## config.mk

```make
export PLATFORM = sky130hd
export DESIGN_NAME = hsid_x_scheduler_flat
export DESIGN_NICKNAME = d
export VERILOG_FILES = /design/src/rtl/hsid_pkg.sv /design/src/rtl/hsid_x_scheduler_if.sv /design/src/rtl/hsid_x_minmax.sv /design/src/rtl/hsid_x_scheduler.sv /design/src/flat_wrapper.sv
export SDC_FILE = /design/constraint.sdc
export NUM_CORES = 1
export LEC_CHECK = 0
export ABC_CLOCK_PERIOD_IN_PS = 12200
export CORE_MARGIN = 2
export CORE_UTILIZATION = 41
export CTS_BUF_LIST = sky130_fd_sc_hd__clkbuf_4 sky130_fd_sc_hd__clkbuf_8 sky130_fd_sc_hd__clkbuf_16
export CTS_CLUSTER_DIAMETER = 100
export CTS_CLUSTER_SIZE = 16
export DETAILED_ROUTE_END_ITERATION = 6
export GPL_TIMING_DRIVEN = 0
export MAX_ROUTING_LAYER = met4
export PLACE_DENSITY = 0.66
export SYNTH_ARGS = -nofsm -noshare
export SYNTH_HDL_FRONTEND = slang
export SYNTH_SLANG_ARGS = --single-unit
```

## constraint.sdc

```tcl
create_clock -name clk -period 12.2 [get_ports clk]
set_input_delay 3.05 -clock clk [delete_from_list [all_inputs] [get_ports clk]]
set_output_delay 3.05 -clock clk [all_outputs]
set_load 0.05 [all_outputs]
```

## src/rtl/hsid_pkg.sv

```systemverilog
// rtl/hsid_pkg.sv - shared state encoding and constants for the HSpecID-X scheduler
package hsid_pkg;
   typedef enum logic [2:0] {
      HSID_IDLE     = 3'd0,
      HSID_CAP_REQ  = 3'd1,
      HSID_CAP_WAIT = 3'd2,
      HSID_LIB_REQ  = 3'd3,
      HSID_LIB_WAIT = 3'd4,
      HSID_EMIT     = 3'd5,
      HSID_DRAIN    = 3'd6,
      HSID_CANCEL   = 3'd7
   } hsid_sched_state_e;

   localparam int HSID_WORD_BYTES = 4;
endpackage

```

## src/rtl/hsid_x_scheduler_if.sv

```systemverilog
// rtl/hsid_x_scheduler_if.sv - word-read memory master and MSE datapath links of the scheduler
interface hsid_x_scheduler_if #(
   parameter int WW  = 32,
   parameter int HLW = 8
);
   logic           mem_req;
   logic [WW-1:0]  mem_addr;
   logic           mem_gnt;
   logic           mem_rvalid;
   logic           mem_err;
   logic [WW-1:0]  mem_rdata;
   logic           dp_valid;
   logic [WW-1:0]  dp_captured;
   logic [WW-1:0]  dp_library;
   logic           dp_last_band;
   logic [HLW-1:0] dp_pixel_ref;
   logic           dp_mse_valid;
   logic [WW-1:0]  dp_mse_value;
   logic [HLW-1:0] dp_mse_ref;

   modport master (
      output mem_req, mem_addr,
      input  mem_gnt, mem_rvalid, mem_err, mem_rdata,
      output dp_valid, dp_captured, dp_library, dp_last_band, dp_pixel_ref,
      input  dp_mse_valid, dp_mse_value, dp_mse_ref
   );

   modport slave (
      input  mem_req, mem_addr,
      output mem_gnt, mem_rvalid, mem_err, mem_rdata,
      input  dp_valid, dp_captured, dp_library, dp_last_band, dp_pixel_ref,
      output dp_mse_valid, dp_mse_value, dp_mse_ref
   );
endinterface

```

## src/rtl/hsid_x_minmax.sv

```systemverilog
// rtl/hsid_x_minmax.sv - running minimum/maximum MSE value and pixel reference tracker
module hsid_x_minmax #(
   parameter int WW  = 32,
   parameter int HLW = 8
) (
   input  logic           clk,
   input  logic           rst,
   input  logic           init,
   input  logic           clr,
   input  logic           upd,
   input  logic [WW-1:0]  upd_value,
   input  logic [HLW-1:0] upd_ref,
   output logic [WW-1:0]  min_value,
   output logic [HLW-1:0] min_ref,
   output logic [WW-1:0]  max_value,
   output logic [HLW-1:0] max_ref
);
   // Strict compares: on a tie the earlier (lower) pixel reference is kept.
   always_ff @(posedge clk or posedge rst) begin
      if (rst) begin
         min_value <= '0;
         min_ref   <= '0;
         max_value <= '0;
         max_ref   <= '0;
      end else if (clr) begin
         min_value <= '0;
         min_ref   <= '0;
         max_value <= '0;
         max_ref   <= '0;
      end else if (init) begin
         min_value <= '1;
         min_ref   <= '0;
         max_value <= '0;
         max_ref   <= '0;
      end else if (upd) begin
         if (upd_value < min_value) begin
            min_value <= upd_value;
            min_ref   <= upd_ref;
         end
         if (upd_value > max_value) begin
            max_value <= upd_value;
            max_ref   <= upd_ref;
         end
      end
   end
endmodule

```

## src/rtl/hsid_x_scheduler.sv

```systemverilog
// rtl/hsid_x_scheduler.sv - sequences one HSpecID-X run: fetches band pairs, feeds the MSE datapath, folds extrema
module hsid_x_scheduler
   import hsid_pkg::*;
#(
   parameter int WORD_WIDTH        = 32,
   parameter int HSP_BANDS_WIDTH   = 8,
   parameter int HSP_LIBRARY_WIDTH = 8
) (
   input  logic                         clk,
   input  logic                         rst,
   input  logic                         start,
   input  logic                         clear,
   input  logic [HSP_LIBRARY_WIDTH-1:0] library_size,
   input  logic [HSP_BANDS_WIDTH-1:0]   pixel_bands,
   input  logic [WORD_WIDTH-1:0]        captured_pixel_addr,
   input  logic [WORD_WIDTH-1:0]        library_pixel_addr,
   output logic                         idle,
   output logic                         ready,
   output logic                         done,
   output logic                         error,
   output logic                         cancelled,
   hsid_x_scheduler_if.master           bus,
   output logic [HSP_LIBRARY_WIDTH-1:0] mse_min_ref,
   output logic [WORD_WIDTH-1:0]        mse_min_value,
   output logic [HSP_LIBRARY_WIDTH-1:0] mse_max_ref,
   output logic [WORD_WIDTH-1:0]        mse_max_value
);
   localparam logic [2:0] S_IDLE     = HSID_IDLE;
   localparam logic [2:0] S_CAP_REQ  = HSID_CAP_REQ;
   localparam logic [2:0] S_CAP_WAIT = HSID_CAP_WAIT;
   localparam logic [2:0] S_LIB_REQ  = HSID_LIB_REQ;
   localparam logic [2:0] S_LIB_WAIT = HSID_LIB_WAIT;
   localparam logic [2:0] S_EMIT     = HSID_EMIT;
   localparam logic [2:0] S_DRAIN    = HSID_DRAIN;
   localparam logic [2:0] S_CANCEL   = HSID_CANCEL;

   logic [2:0]                   state;
   logic [HSP_BANDS_WIDTH-1:0]   b, bands_n;
   logic [HSP_LIBRARY_WIDTH-1:0] i, lib_n, results;
   logic [WORD_WIDTH-1:0]        cap_base, lib_base, cap_word, lib_word, word_idx;
   logic busy, is_req, is_wait, in_flight, zero_cfg, run_start, last_band, last_pixel;

   assign busy       = (state != S_IDLE);
   assign is_req     = (state == S_CAP_REQ) || (state == S_LIB_REQ);
   assign is_wait    = (state == S_CAP_WAIT) || (state == S_LIB_WAIT);
   // A granted read must be allowed to return before the run can be abandoned.
   assign in_flight  = (is_req && bus.mem_gnt) || (is_wait && !bus.mem_rvalid);
   assign zero_cfg   = (library_size == '0) || (pixel_bands == '0);
   assign run_start  = !busy && start && !clear && !zero_cfg;
   assign last_band  = (b == bands_n - HSP_BANDS_WIDTH'(1));
   assign last_pixel = (i == lib_n - HSP_LIBRARY_WIDTH'(1));

   assign idle  = !busy;
   assign ready = idle && !start && !clear;

   assign word_idx = (state == S_CAP_REQ) ? WORD_WIDTH'(b)
                   : WORD_WIDTH'(i) * WORD_WIDTH'(bands_n) + WORD_WIDTH'(b);
   assign bus.mem_req  = is_req;
   assign bus.mem_addr = is_req ? ((state == S_CAP_REQ) ? cap_base : lib_base)
                                  + word_idx * WORD_WIDTH'(HSID_WORD_BYTES)
                                : '0;

   assign bus.dp_valid     = (state == S_EMIT);
   assign bus.dp_captured  = cap_word;
   assign bus.dp_library   = lib_word;
   assign bus.dp_last_band = (state == S_EMIT) && last_band;
   assign bus.dp_pixel_ref = i;

   always_ff @(posedge clk or posedge rst) begin
      if (rst) begin
         state     <= S_IDLE;
         b         <= '0;
         i         <= '0;
         results   <= '0;
         bands_n   <= '0;
         lib_n     <= '0;
         cap_base  <= '0;
         lib_base  <= '0;
         cap_word  <= '0;
         lib_word  <= '0;
         done      <= 1'b0;
         error     <= 1'b0;
         cancelled <= 1'b0;
      end else begin
         done      <= 1'b0;
         error     <= 1'b0;
         cancelled <= 1'b0;
         if (busy && bus.dp_mse_valid) results <= results + HSP_LIBRARY_WIDTH'(1);
         if (clear && busy && state != S_CANCEL) begin
            if (in_flight) begin
               state <= S_CANCEL;
            end else begin
               state     <= S_IDLE;
               cancelled <= 1'b1;
            end
         end else begin
            case (state)
               S_IDLE: if (start && !clear) begin
                  if (zero_cfg) begin
                     error <= 1'b1;
                  end else begin
                     bands_n  <= pixel_bands;
                     lib_n    <= library_size;
                     cap_base <= captured_pixel_addr;
                     lib_base <= library_pixel_addr;
                     b        <= '0;
                     i        <= '0;
                     results  <= '0;
                     state    <= S_CAP_REQ;
                  end
               end
               S_CAP_REQ: if (bus.mem_gnt) state <= S_CAP_WAIT;
               S_CAP_WAIT: if (bus.mem_rvalid) begin
                  if (bus.mem_err) begin
                     error <= 1'b1;
                     state <= S_IDLE;
                  end else begin
                     cap_word <= bus.mem_rdata;
                     state    <= S_LIB_REQ;
                  end
               end
               S_LIB_REQ: if (bus.mem_gnt) state <= S_LIB_WAIT;
               S_LIB_WAIT: if (bus.mem_rvalid) begin
                  if (bus.mem_err) begin
                     error <= 1'b1;
                     state <= S_IDLE;
                  end else begin
                     lib_word <= bus.mem_rdata;
                     state    <= S_EMIT;
                  end
               end
               S_EMIT: begin
                  if (last_band) begin
                     b <= '0;
                     if (last_pixel) begin
                        state <= S_DRAIN;
                     end else begin
                        i     <= i + HSP_LIBRARY_WIDTH'(1);
                        state <= S_CAP_REQ;
                     end
                  end else begin
                     b     <= b + HSP_BANDS_WIDTH'(1);
                     state <= S_CAP_REQ;
                  end
               end
               S_DRAIN: if (results == lib_n) begin
                  done  <= 1'b1;
                  state <= S_IDLE;
               end
               S_CANCEL: if (bus.mem_rvalid) begin
                  cancelled <= 1'b1;
                  state     <= S_IDLE;
               end
               default: state <= S_IDLE;
            endcase
         end
      end
   end

   hsid_x_minmax #(.WW(WORD_WIDTH), .HLW(HSP_LIBRARY_WIDTH)) u_minmax (
      .clk       (clk),
      .rst       (rst),
      .init      (run_start),
      .clr       (clear),
      .upd       (busy && bus.dp_mse_valid),
      .upd_value (bus.dp_mse_value),
      .upd_ref   (bus.dp_mse_ref),
      .min_value (mse_min_value),
      .min_ref   (mse_min_ref),
      .max_value (mse_max_value),
      .max_ref   (mse_max_ref)
   );
endmodule

```

## src/flat_wrapper.sv

```systemverilog
// flat-port wrapper written by rule: the top's interface ports become plain ports
module hsid_x_scheduler_flat import hsid_pkg::*;
#(
   parameter int WORD_WIDTH        = 32,
   parameter int HSP_BANDS_WIDTH   = 8,
   parameter int HSP_LIBRARY_WIDTH = 8
)
  (clk, rst, start, clear, library_size, pixel_bands, captured_pixel_addr, library_pixel_addr, idle, ready, done, error, cancelled, mse_min_ref, mse_min_value, mse_max_ref, mse_max_value, bus_mem_req, bus_mem_addr, bus_mem_gnt, bus_mem_rvalid, bus_mem_err, bus_mem_rdata, bus_dp_valid, bus_dp_captured, bus_dp_library, bus_dp_last_band, bus_dp_pixel_ref, bus_dp_mse_valid, bus_dp_mse_value, bus_dp_mse_ref);
  hsid_x_scheduler_if #(.WW(32), .HLW(8)) bus_i ();
  input  logic clk;
  input  logic rst;
  input  logic start;
  input  logic clear;
  input  logic [HSP_LIBRARY_WIDTH-1:0] library_size;
  input  logic [HSP_BANDS_WIDTH-1:0] pixel_bands;
  input  logic [WORD_WIDTH-1:0] captured_pixel_addr;
  input  logic [WORD_WIDTH-1:0] library_pixel_addr;
  output logic idle;
  output logic ready;
  output logic done;
  output logic error;
  output logic cancelled;
  output logic [HSP_LIBRARY_WIDTH-1:0] mse_min_ref;
  output logic [WORD_WIDTH-1:0] mse_min_value;
  output logic [HSP_LIBRARY_WIDTH-1:0] mse_max_ref;
  output logic [WORD_WIDTH-1:0] mse_max_value;
  output wire logic [$bits(bus_i.mem_req)-1:0] bus_mem_req;
  output wire logic [$bits(bus_i.mem_addr)-1:0] bus_mem_addr;
  input wire logic [$bits(bus_i.mem_gnt)-1:0] bus_mem_gnt;
  input wire logic [$bits(bus_i.mem_rvalid)-1:0] bus_mem_rvalid;
  input wire logic [$bits(bus_i.mem_err)-1:0] bus_mem_err;
  input wire logic [$bits(bus_i.mem_rdata)-1:0] bus_mem_rdata;
  output wire logic [$bits(bus_i.dp_valid)-1:0] bus_dp_valid;
  output wire logic [$bits(bus_i.dp_captured)-1:0] bus_dp_captured;
  output wire logic [$bits(bus_i.dp_library)-1:0] bus_dp_library;
  output wire logic [$bits(bus_i.dp_last_band)-1:0] bus_dp_last_band;
  output wire logic [$bits(bus_i.dp_pixel_ref)-1:0] bus_dp_pixel_ref;
  input wire logic [$bits(bus_i.dp_mse_valid)-1:0] bus_dp_mse_valid;
  input wire logic [$bits(bus_i.dp_mse_value)-1:0] bus_dp_mse_value;
  input wire logic [$bits(bus_i.dp_mse_ref)-1:0] bus_dp_mse_ref;
  assign bus_mem_req = bus_i.mem_req;
  assign bus_mem_addr = bus_i.mem_addr;
  assign bus_i.mem_gnt = bus_mem_gnt;
  assign bus_i.mem_rvalid = bus_mem_rvalid;
  assign bus_i.mem_err = bus_mem_err;
  assign bus_i.mem_rdata = bus_mem_rdata;
  assign bus_dp_valid = bus_i.dp_valid;
  assign bus_dp_captured = bus_i.dp_captured;
  assign bus_dp_library = bus_i.dp_library;
  assign bus_dp_last_band = bus_i.dp_last_band;
  assign bus_dp_pixel_ref = bus_i.dp_pixel_ref;
  assign bus_i.dp_mse_valid = bus_dp_mse_valid;
  assign bus_i.dp_mse_value = bus_dp_mse_value;
  assign bus_i.dp_mse_ref = bus_dp_mse_ref;
  hsid_x_scheduler #(.WORD_WIDTH(WORD_WIDTH), .HSP_BANDS_WIDTH(HSP_BANDS_WIDTH), .HSP_LIBRARY_WIDTH(HSP_LIBRARY_WIDTH)) u_core (.clk(clk), .rst(rst), .start(start), .clear(clear), .library_size(library_size), .pixel_bands(pixel_bands), .captured_pixel_addr(captured_pixel_addr), .library_pixel_addr(library_pixel_addr), .idle(idle), .ready(ready), .done(done), .error(error), .cancelled(cancelled), .bus(bus_i), .mse_min_ref(mse_min_ref), .mse_min_value(mse_min_value), .mse_max_ref(mse_max_ref), .mse_max_value(mse_max_value));
endmodule
```

# Word-level counts from Yosys, hierarchy flattened
# Cells that the tools add are included.
[classes] addsub=7 n_mul=1 order_cmp=2 eq_ne=23 muxes=59 bitwise=3 reduce_logical=38
[ops] operator="32-bit two-way mux" n=10
[ops] operator="8-bit two-way mux" n=18
[ops] operator="3-bit two-way mux" n=13
[ops] operator="32-bit adder" n=1
[ops] operator="32-bit > comparator" n=1
[ops] operator="32-bit less-than comparator" n=1
[ops] operator="8-bit one-hot mux with 2 select lines" n=2
[ops] operator="30-bit two-way mux" n=1
[ops] operator="8-bit by 1-bit adder with 8-bit output, second input constant" n=3
[ops] operator="8-bit == test" n=3
[ops] operator="3-bit one-hot mux with 8 select lines" n=1
[ops] operator="3-bit != test, second input constant" n=6
[ops] operator="16-bit by 8-bit adder with 17-bit output" n=1
[ops] operator="8-bit logical NOT" n=2
[ops] operator="8-bit by 8-bit multiplier with 16-bit output" n=1
[ops] operator="4-bit AND reduction" n=4
[ops] operator="8-bit by 1-bit subtractor with 8-bit output, second input constant" n=2
[ops] operator="3-bit == test, second input constant" n=4
[ops] operator="1-bit logical AND" n=12
[ops] operator="1-bit two-way mux" n=12
[ops] operator="3-bit nonzero test" n=4
[ops] operator="8-bit AND reduction" n=1
[ops] operator="3-bit by 2-bit == test with 1-bit output, second input constant" n=2
[ops] operator="3-bit by 1-bit != test with 1-bit output, second input constant" n=2
[ops] operator="14 further kinds" n=26
[totals] ff_bits=254 in_bits=160 out_inout_bits=192

# Logic depth before layout (Yosys ltp)
# Gate-level depths: netlist of run 1.
[depth] depth_word=7 ltp_mapped=28 ltp_nobuf=26

# Cells and area by module
# Synthesis of run 1 repeated with hierarchy kept, for this count alone.
[hier_totals] cells_unflattened=1906 area_unflattened_um2=16732.3
[modules_own_cells] module="hsid_x_scheduler" instances=1 cells_each=1329 area_per_inst_um2=11736.3 seq_area_each_um2=4354.2
[modules_own_cells] module="hsid_x_minmax" instances=1 cells_each=577 area_per_inst_um2=4996.0 seq_area_each_um2=2001.9

# Worst setup path before layout of run 1
# Ideal clock, no wire load.
[synth_timing] path_type="register to output" from="register u_core.i[0], in the netlist u_core.bus.dp_pixel_ref[0]" to="output bus_mem_addr[28]" arrival_ps=7323 required_time_ps=9150 slack_ps=1827 path_stages_with_launch=24 cell_sequence="dfrtp_1 > clkbuf_1 > nand2_1 > fa_1 > fa_1 > inv_1 > fa_1 > inv_1 > fa_1 > inv_1 > ha_1 > o21a_1 > o21ai_0 > o21ai_0 > a311oi_1 > a21oi_1 > mux2i_1 > ha_1 > nand3_1 > o21a_1 > or2_0 > clkbuf_1 > or4_1 > o21ai_0"
[synth_between] elab_chain_len=5
[synth_rtl] item="start, declared" line="hsid_x_scheduler.sv:39" source="logic [HSP_LIBRARY_WIDTH-1:0] i, lib_n, results;"
[synth_rtl] item="start signal, assigned" line="hsid_x_scheduler.sv:138" source="i <= i + HSP_LIBRARY_WIDTH'(1);"
[synth_rtl] item="8-bit by 8-bit multiplier with 16-bit output" line="hsid_x_scheduler.sv:57" source=": WORD_WIDTH'(i) * WORD_WIDTH'(bands_n) + WORD_WIDTH'(b);"
[synth_rtl] item="16-bit by 8-bit adder with 17-bit output" line="hsid_x_scheduler.sv:57"
[synth_rtl] item="30-bit two-way mux" line="hsid_x_scheduler.sv:56" source="assign word_idx = (state == S_CAP_REQ) ? WORD_WIDTH'(b)"
[synth_rtl] item="32-bit adder" line="hsid_x_scheduler.sv:60" source="+ word_idx * WORD_WIDTH'(HSID_WORD_BYTES)"
[synth_rtl] item="32-bit two-way mux" line="hsid_x_scheduler.sv:59" source="assign bus.mem_addr = is_req ? ((state == S_CAP_REQ) ? cap_base : lib_base)"
[synth_rtl] item="end, declared" line="flat_wrapper.sv:28" source="output wire logic [$bits(bus_i.mem_addr)-1:0] bus_mem_addr;"
# Every way passes these cells.

# Worst setup path after layout of run 1
# Ends and elaborated chain as after synthesis.

==> summary.txt, run 1 <==
Power and ir drop
  • Clock power share: 0.124
  • Internal power: about 2.5 mW
  • Combinational power share: 0.593
  • Flop pwr share: 0.282
  • Switch Pwr: about 2.5 mW
  • Worst IR Drop VDD: roughly 0.18 mV
  • LEAKAGE: between 9 and 10 nW
  • Sw frac: 0.503
  • Pwr dens: roughly 230 nW/um^2

Routing
  • Initial DRC count: a little over 1,000
  • Via density: approximately 5.5
  • WL/cell: 19.6 microns
  • DR DRC count: 0
  • Vias post-DR: between 15,000 and 20,000
  • Post-Route WL: approximately 56 mm
  • Antenna Nets Post-Route: 0
  • Drt first pass iters: 5

Synth
  • Post-Synth Adder-Cell Area: 0.145
  • Compound-Gate Fraction of Synth Area: 0.138
  • Syn Inst Count: 1,940
  • Syn_nets: approximately 2,300
  • Main combinational cell family by area after synthesis: simple AND/OR/NAND/NOR gates
  • Synth Register Bits: between 200 and 300
  • Post-synthesis mux area share: 0.0534
  • Yosys top cell by area: dfrtp_1
  • XOR/XNOR share of the synthesized area: 0.0298
  • Synth Area in Simple Gates: 0.202
  • Avg Inst Size Synth: about 8.8 sq um
  • Area of the mapped netlist: roughly 17,000 sq um
  • Yosys top cell area share: 0.373
  • Synth async-reset ratio: 1.00
  • Yosys warnings: 0
  • Ys flop type: dfrtp_1
  • Post-synth EDFFs: 0
  • Distinct cells, synth: a little under 80
  • Area contributors post-synth: dfrtp_1 37%, ha_1 9.2%, nand2_1 8.3%
  • Sequential cell area fraction in the yosys report: 0.373

Cells and area
  • Final Util: 0.534
  • Most common cell after layout, fill and taps aside: nand2_1
  • Final Cell Area: 21,800 sq um
  • Most frequent cells in the layout: 375 x nand2_1, 350 x clkdlybuf4s50_1, 254 x dfrtp_1, 148 x inv_1, 130 x o21ai_0
  • Syn-to-layout area delta: 28.2%
  • Fraction of final layout cells sized beyond drive strength 1: 0.0557
  • Final net count: 2,644

STA
  • Final hold vios: 0
  • Fmax achieved: slightly below 90 MHz
  • Crit share post-route: 0.940
  • Post-route minimum period: around 11 ns
  • Max-slew violation count: 0
  • Final setup fails: 0
  • Relative slew slack: 0.413
  • Worst slew pin tran: between 0.8 and 0.9 ns
  • RSZ-0062 raised after global routing: false
  • Clock skew: between 0.02 and 0.025 ns

CTS
  • Cts bufs inserted: 20
  • TritonCTS clock tree: built
  • # resized after CTS: 0
  • Root Driver: clkbuf_16
  • H-tree levels: 1
  • Clock Path Buffers: 3
  • Post-CTS Setup Inserts: 0
  • Total clock sinks: 254
  • Clock Pin Slew Worst Setup and Hold Paths: 0.08 ns
  • Worst-Skew Late Latency: about 0.54 ns
  • Hold-fix buffers at CTS: 0

Setup path
  • Crit-path cells: clkbuf_1 -> nand2_1 -> fa_1 -> fa_1 -> inv_1 -> fa_1 -> inv_1 -> fa_1 -> inv_1 -> ha_1 -> o21a_1 -> o21ai_0 -> o21ai_0 -> a311oi_1 -> a21oi_1 -> mux2i_1 -> ha_1 -> nand3_1 -> o21a_1 -> or2_0 -> clkbuf_1 -> or4_1 -> o21ai_0 -> clkdlybuf4s50_1
  • Largest stage delay on the critical path: ~0.86 ns
  • Crit path required time: 9.15 ns
  • CP startpoint kind: register
  • Slowest cell on crit path: clkdlybuf4s50_1
  • Critical path's most frequent cell: fa_1
  • Critical-path maximum fanout: 10
  • CP arrival: 8.41 ns
  • Crit end category: output pin
  • CP Class: reg2out

Global route
  • M1 GR Usage: 0.314
  • M2 GR Usage: 0.431
  • Vias in the first global route: 16,193
  • Initial antenna violation count: 9
  • Gr usage total: 0.263
  • Largest net degree at the start of global routing: 110
  • Global Route met3 Usage: 0.0706
  • Global-route wire length before repair: between 80 and 90 mm
  • Grt total ovfl: 0
  • GR peak layer: met2

Die
  • Core area: around 41,000 sq um
  • Chip width: 208 microns
  • Die height: approximately 210 microns
  • Ports: roughly 350
  • Die area: about 43,000 sq um
  • Starting Density: 0.416
  • Row Count: between 70 and 80

Placed design
  • GP Congestion: between 0.9 and 1
  • Post-DP HPWL: 43.9 mm
  • Port buffer count: between 300 and 400
  • DP Area: ~21,000 sq um

Job
  • Max Cap Viol: 0

Status
  • Outcome: completed

Min path
  • Hold Crit Class: reg2reg
routing by layer:
metal | vias up | routed length [microns]
met5 | - | 0
li1 | 7367 | -
met4 | 0 | 2020
met2 | 525 | 26900
met3 | 91 | 4480
met1 | 7678 | 22500
cell usage after synthesis (4+ instances only):
cell type	n
a211oi_1	10
a21o_1	19
a21oi_1	92
a31oi_1	9
and2_1	43
and3_1	9
buf_1	7
buf_2	7
clkbuf_1	90
dfrtp_1	254
fa_1	45
ha_1	125
inv_1	149
mux2_2	64
mux2i_1	19
nand2_1	375
nand2b_1	13
nand3_1	77
nand4_1	17
nor2_1	84
nor2b_1	38
nor3_1	30
nor3b_1	5
nor4_1	16
o211ai_1	8
o21a_1	10
o21ai_0	130
o21bai_1	5
o311ai_0	34
o31a_1	6
o31ai_1	4
or3_1	10
or3b_2	8
xnor2_1	26
xor2_1	32
worst max-delay path: cells and delay by family (launching register included):
kind                       cells  cell delay [ns]
adders and majority gates      6             2.85
buffers and inverters          6             1.67
AOI/OAI and AO/OA              7             1.63
and+or+nand+nor                4             1.03
DFF                            1             0.52
muxes                          1             0.15
through the flow:
stage / cells / TNS, ns / setup slack [ns] / hold WS, ns / total power, mW
after detailed placement: 2824 / 0 / 1.41 / 0.462 / 4.32
final: 2858 / 0 / 0.735 / 0.481 / 4.94
after global placement: 2822 / -324.09 / -1.32 / 0.460 / 4.27
after global routing: 2858 / 0 / 0.259 / 0.512 / 5.26
after CTS: 2849 / 0 / 0.808 / 0.481 / 4.96
after floorplan: 1940 / 0 / 1.83 / 0.445 / 3.32
power by group through the flow:
stage | sequential (mW) | clock, mW | combinational (mW)
2_1_floorplan | 1.94 | 0 | 1.38
3_3_place_gp | 1.39 | 0 | 2.88
3_5_place_dp | 1.40 | 0 | 2.92
4_1_cts | 1.39 | 0.631 | 2.94
5_1_grt | 1.43 | 0.659 | 3.16
6_report | 1.40 | 0.615 | 2.93
final timing paths:
| check | slack [ns] | cells after the start | startpoint | to |
|---|---|---|---|---|
| max | 0.74 | 24 | u_core.bus.dp_pixel_ref[0] | bus_mem_addr[28] |
| max reg2reg | 8.81 | 8 | u_core.state[1] | u_core.cap_base[0] |
| max in group asynchronous | 7.96 | 4 | rst | u_core.lib_base[3] |
| min reg2reg | 0.48 | 2 | u_core.lib_base[11] | u_core.lib_base[11] |
| min in group asynchronous | 2.88 | 2 | rst | u_core.u_minmax.min_value[13] |
| min | 0.48 | 2 | u_core.lib_base[11] | u_core.lib_base[11] |
cell type report:
cell class                 instances  area (sq um)
sequential                       254          6360
clock inverter                     5          43.8
antenna                            9          22.5
tap                              532           666
timing repair buffer             352          3560
clock buffer                      20           500
inverter                         149           567
buffer                           110           455
multi-input combinational       1427          9670
fill                            3799         19100
cell families (layout without fill, tap and decap cells):
family,count (synthesis),in the layout
AOI/OAI and AO/OA,371,371
and+or+nand+nor,745,745
DFF,254,254
other,0,9
adders and majority gates,170,170
muxes,83,83
xor gates and xnor gates,58,58
buffers and inverters,259,636
state kept, by name (all words and copies together), names as in the netlist, 32 cells and up:
| register | count |
|---|---|
| u_core.bus.dp_captured | 32 |
| u_core.bus.dp_library | 32 |
| u_core.cap_base | 32 |
| u_core.lib_base | 32 |
| u_core.u_minmax.max_value | 32 |
| u_core.u_minmax.min_value | 32 |
No activity file was read; power rests on OpenSTA's default activity.
==> run 2, diff against run 1 <==
--- a/config.mk
+++ b/config.mk
@@ -5,7 +5,7 @@
 export SDC_FILE = /design/constraint.sdc
 export NUM_CORES = 1
 export LEC_CHECK = 0
-export ABC_CLOCK_PERIOD_IN_PS = 12200
+export ABC_CLOCK_PERIOD_IN_PS = 10800
 export CORE_MARGIN = 2
 export CORE_UTILIZATION = 41
 export CTS_BUF_LIST = sky130_fd_sc_hd__clkbuf_4 sky130_fd_sc_hd__clkbuf_8 sky130_fd_sc_hd__clkbuf_16
==> constraint.sdc (replaced) <==
create_clock -name clk -period 10.8 [get_ports clk]
set_input_delay 2.7 -clock clk [delete_from_list [all_inputs] [get_ports clk]]
set_output_delay 2.7 -clock clk [all_outputs]
set_load 0.05 [all_outputs]
==> summary.txt, run 2 (synthesis gave the netlist of run 1 again) <==
Power and ir drop
  • Worst IR Drop VDD: 0.207 mV (+13%)
  • LEAKAGE: 9.97 nW (+1.3%)
  • Final Power: 5.57 mW (+13%)
  • Pwr dens: 255 nW/um^2 (+13%)

Cells and area
  • Fillers: 3,800 (+0.026%)
  • Fraction of final layout cells sized beyond drive strength 1: 0.0587 (+0.00305)
  • Most frequent cells in the layout: 375 x nand2_1, 338 x clkdlybuf4s50_1, 254 x dfrtp_1, 148 x inv_1, 130 x o21ai_0
  • Final Util: 0.534 (about the same)
  • Syn-to-layout area delta: 28.2% (about the same)
  • Final net count: 2,643 (-0.038%)
  • Most common cell after layout, fill and taps aside: nand2_1

STA
  • Fin Setup TNS: 0 ns (unchanged)
  • Fmax achieved: 95.9 MHz
  • Final setup fails: 0 (unchanged)
  • RSZ-0062 raised after global routing: true
  • Final hold vios: 0 (unchanged)
  • Hold slack: 0.482 ns (+0.000230 ns)
  • Relative slew slack: 0.408 (-0.00467)
  • Post-route minimum period: ~10 ns
  • Clock skew: 0.0222 ns (+0.000559 ns)
  • Crit share post-route: 0.965
  • Worst slew pin tran: 0.888 ns (+0.00700 ns)
  • Max-slew violation count: 0 (unchanged)
  • PnR worst setup slack: 0.373 ns (-0.362 ns)

Die
  • Chip width: 208 microns (unchanged)
  • Core area: 40,900 sq um (unchanged)
  • Die area: 43,200 sq um (unchanged)
  • Ports: 352 (unchanged)
  • Row Count: 74 (unchanged)
  • Starting Density: 0.416 (unchanged)
  • Die height: 208 microns (unchanged)

Status
  • Outcome: completed

Global route
  • Gr usage total: 0.263 (unchanged)
  • Vias in the first global route: 16,191 (-0.012%)
  • Largest net degree at the start of global routing: 110 (unchanged)
  • Global-route wire length before repair: 88.3 mm (about the same)
  • Grt total ovfl: 0 (unchanged)
  • Initial antenna violation count: 9 (unchanged)

CTS
  • Clock Pin Slew Worst Setup and Hold Paths: 0.08 ns (about the same)
  • Total clock sinks: 254 (unchanged)
  • Post-CTS Setup Inserts: 0 (unchanged)
  • Worst-Skew Late Latency: 0.54 ns (about the same)
  • Clock Path Buffers: 3 (unchanged)
  • TritonCTS clock tree: built
  • Root Driver: clkbuf_16
  • H-tree levels: 1 (unchanged)
  • Hold-fix buffers at CTS: 0 (unchanged)
  • Cts bufs inserted: 20 (unchanged)

Routing
  • DR DRC count: 0 (unchanged)
  • WL/cell: 19.6 microns (about the same)
  • Via density: 5.48 (about the same)
  • Post-Route WL: 55.9 mm (about the same)
  • Initial DRC count: 1,010 (-0.79%)
  • Antenna Nets Post-Route: 0 (unchanged)
  • Vias post-DR: 15,667 (+0.038%)
  • Drt first pass iters: 5 (unchanged)

Min path
  • Hold Crit Class: reg2reg

Placed design
  • Post-DP HPWL: 43.9 mm (unchanged)
  • Port buffer count: 350 (unchanged)
  • GP Congestion: 0.926 (unchanged)
  • DP Worst Slack: 0.355 ns (-1.05 ns)

Setup path
  • Critical-path maximum fanout: 10 (unchanged)
  • CP startpoint kind: register
  • Crit path required time: 8.10 ns (-1.05 ns)
  • CP Class: reg2out
  • Crit end category: output pin
  • CP arrival: 7.73 ns (-0.68 ns)

Job
  • Max Cap Viol: 0 (unchanged)
==> run 2: repair_timing <==
action,4_1_cts,5_1_grt
gates resized for setup,7,24
hold endpoints to repair,0,0
setup endpoints to repair,7,13
==> run 2: report_power, final <==
| group | total, mW | leakage, nW | switching (mW) | internal, mW |
|---|---|---|---|---|
| clock | 0.694 | 0.258 | 0.359 | 0.335 |
| sequential | 1.58 | 3.30 | 0.280 | 1.30 |
| combinational | 3.30 | 6.41 | 2.17 | 1.13 |
| total | 5.57 | 9.97 | 2.81 | 2.77 |
==> run 2: critical path, cell delays in order, from the launching register on <==
cell,delay (ns)
dfrtp_1,0.53
clkbuf_2,0.32
nand2_1,0.12
fa_1,0.52
fa_1,0.55
inv_1,0.07
fa_1,0.53
inv_1,0.05
fa_1,0.53
inv_1,0.04
ha_1,0.33
o21a_1,0.18
o21ai_0,0.22
o21ai_0,0.19
a311oi_1,0.43
a21oi_1,0.13
mux2i_1,0.15
ha_1,0.40
nand3_1,0.12
o21a_1,0.23
or2_0,0.22
clkbuf_1,0.17
or4_1,0.53
o21ai_0,0.27
clkbuf_2,0.34
==> run 2: area by class of cell <==
type | instances | area (sq um) | share of cell area
plain buffers | 109 | 457 | 0.0209
clock inverters | 5 | 43.8 | 0.00200
repair buffers | 352 | 3550 | 0.163
multi-input cells | 1427 | 9680 | 0.443
diodes | 9 | 22.5 | 0.00103
inverters | 149 | 567 | 0.0259
clock buffers | 20 | 500 | 0.0229
well taps | 532 | 666 | 0.0305
flip-flops and latches | 254 | 6360 | 0.291
==> run 2: per-stage QoR <==
stage	cell area, sq um	std cells
6_report	21900	2857
5_1_grt	21900	2857
4_1_cts	21800	2849
3_5_place_dp	21300	2824
3_3_place_gp	21200	2822
2_1_floorplan	17000	1940
==> run 2: per-layer routing <==
layer,GRT usage,vias up,part of all wire
li1,-,7367,-
met4,0.0917,0,0.038
met3,0.0706,108,0.081
met1,0.314,7658,0.40
met5,-,-,0
met2,0.431,534,0.48
==> run 2: worst paths after layout <==
| check | slack [ns] | endpoint | startpoint | cells after the start |
|---|---|---|---|---|
| min in group asynchronous | 2.53 | u_core.u_minmax.min_value[13] | rst | 2 |
| worst min-delay path | 0.48 | u_core.lib_base[31] | u_core.lib_base[31] | 2 |
| max in group asynchronous | 6.90 | u_core.lib_base[3] | rst | 4 |
| worst max-delay path | 0.37 | bus_mem_addr[28] | u_core.bus.dp_pixel_ref[0] | 24 |
| worst min register to register | 0.48 | u_core.lib_base[31] | u_core.lib_base[31] | 2 |
| worst max register to register | 7.44 | u_core.u_minmax.min_value[10] | u_core.u_minmax.min_value[1] | 10 |
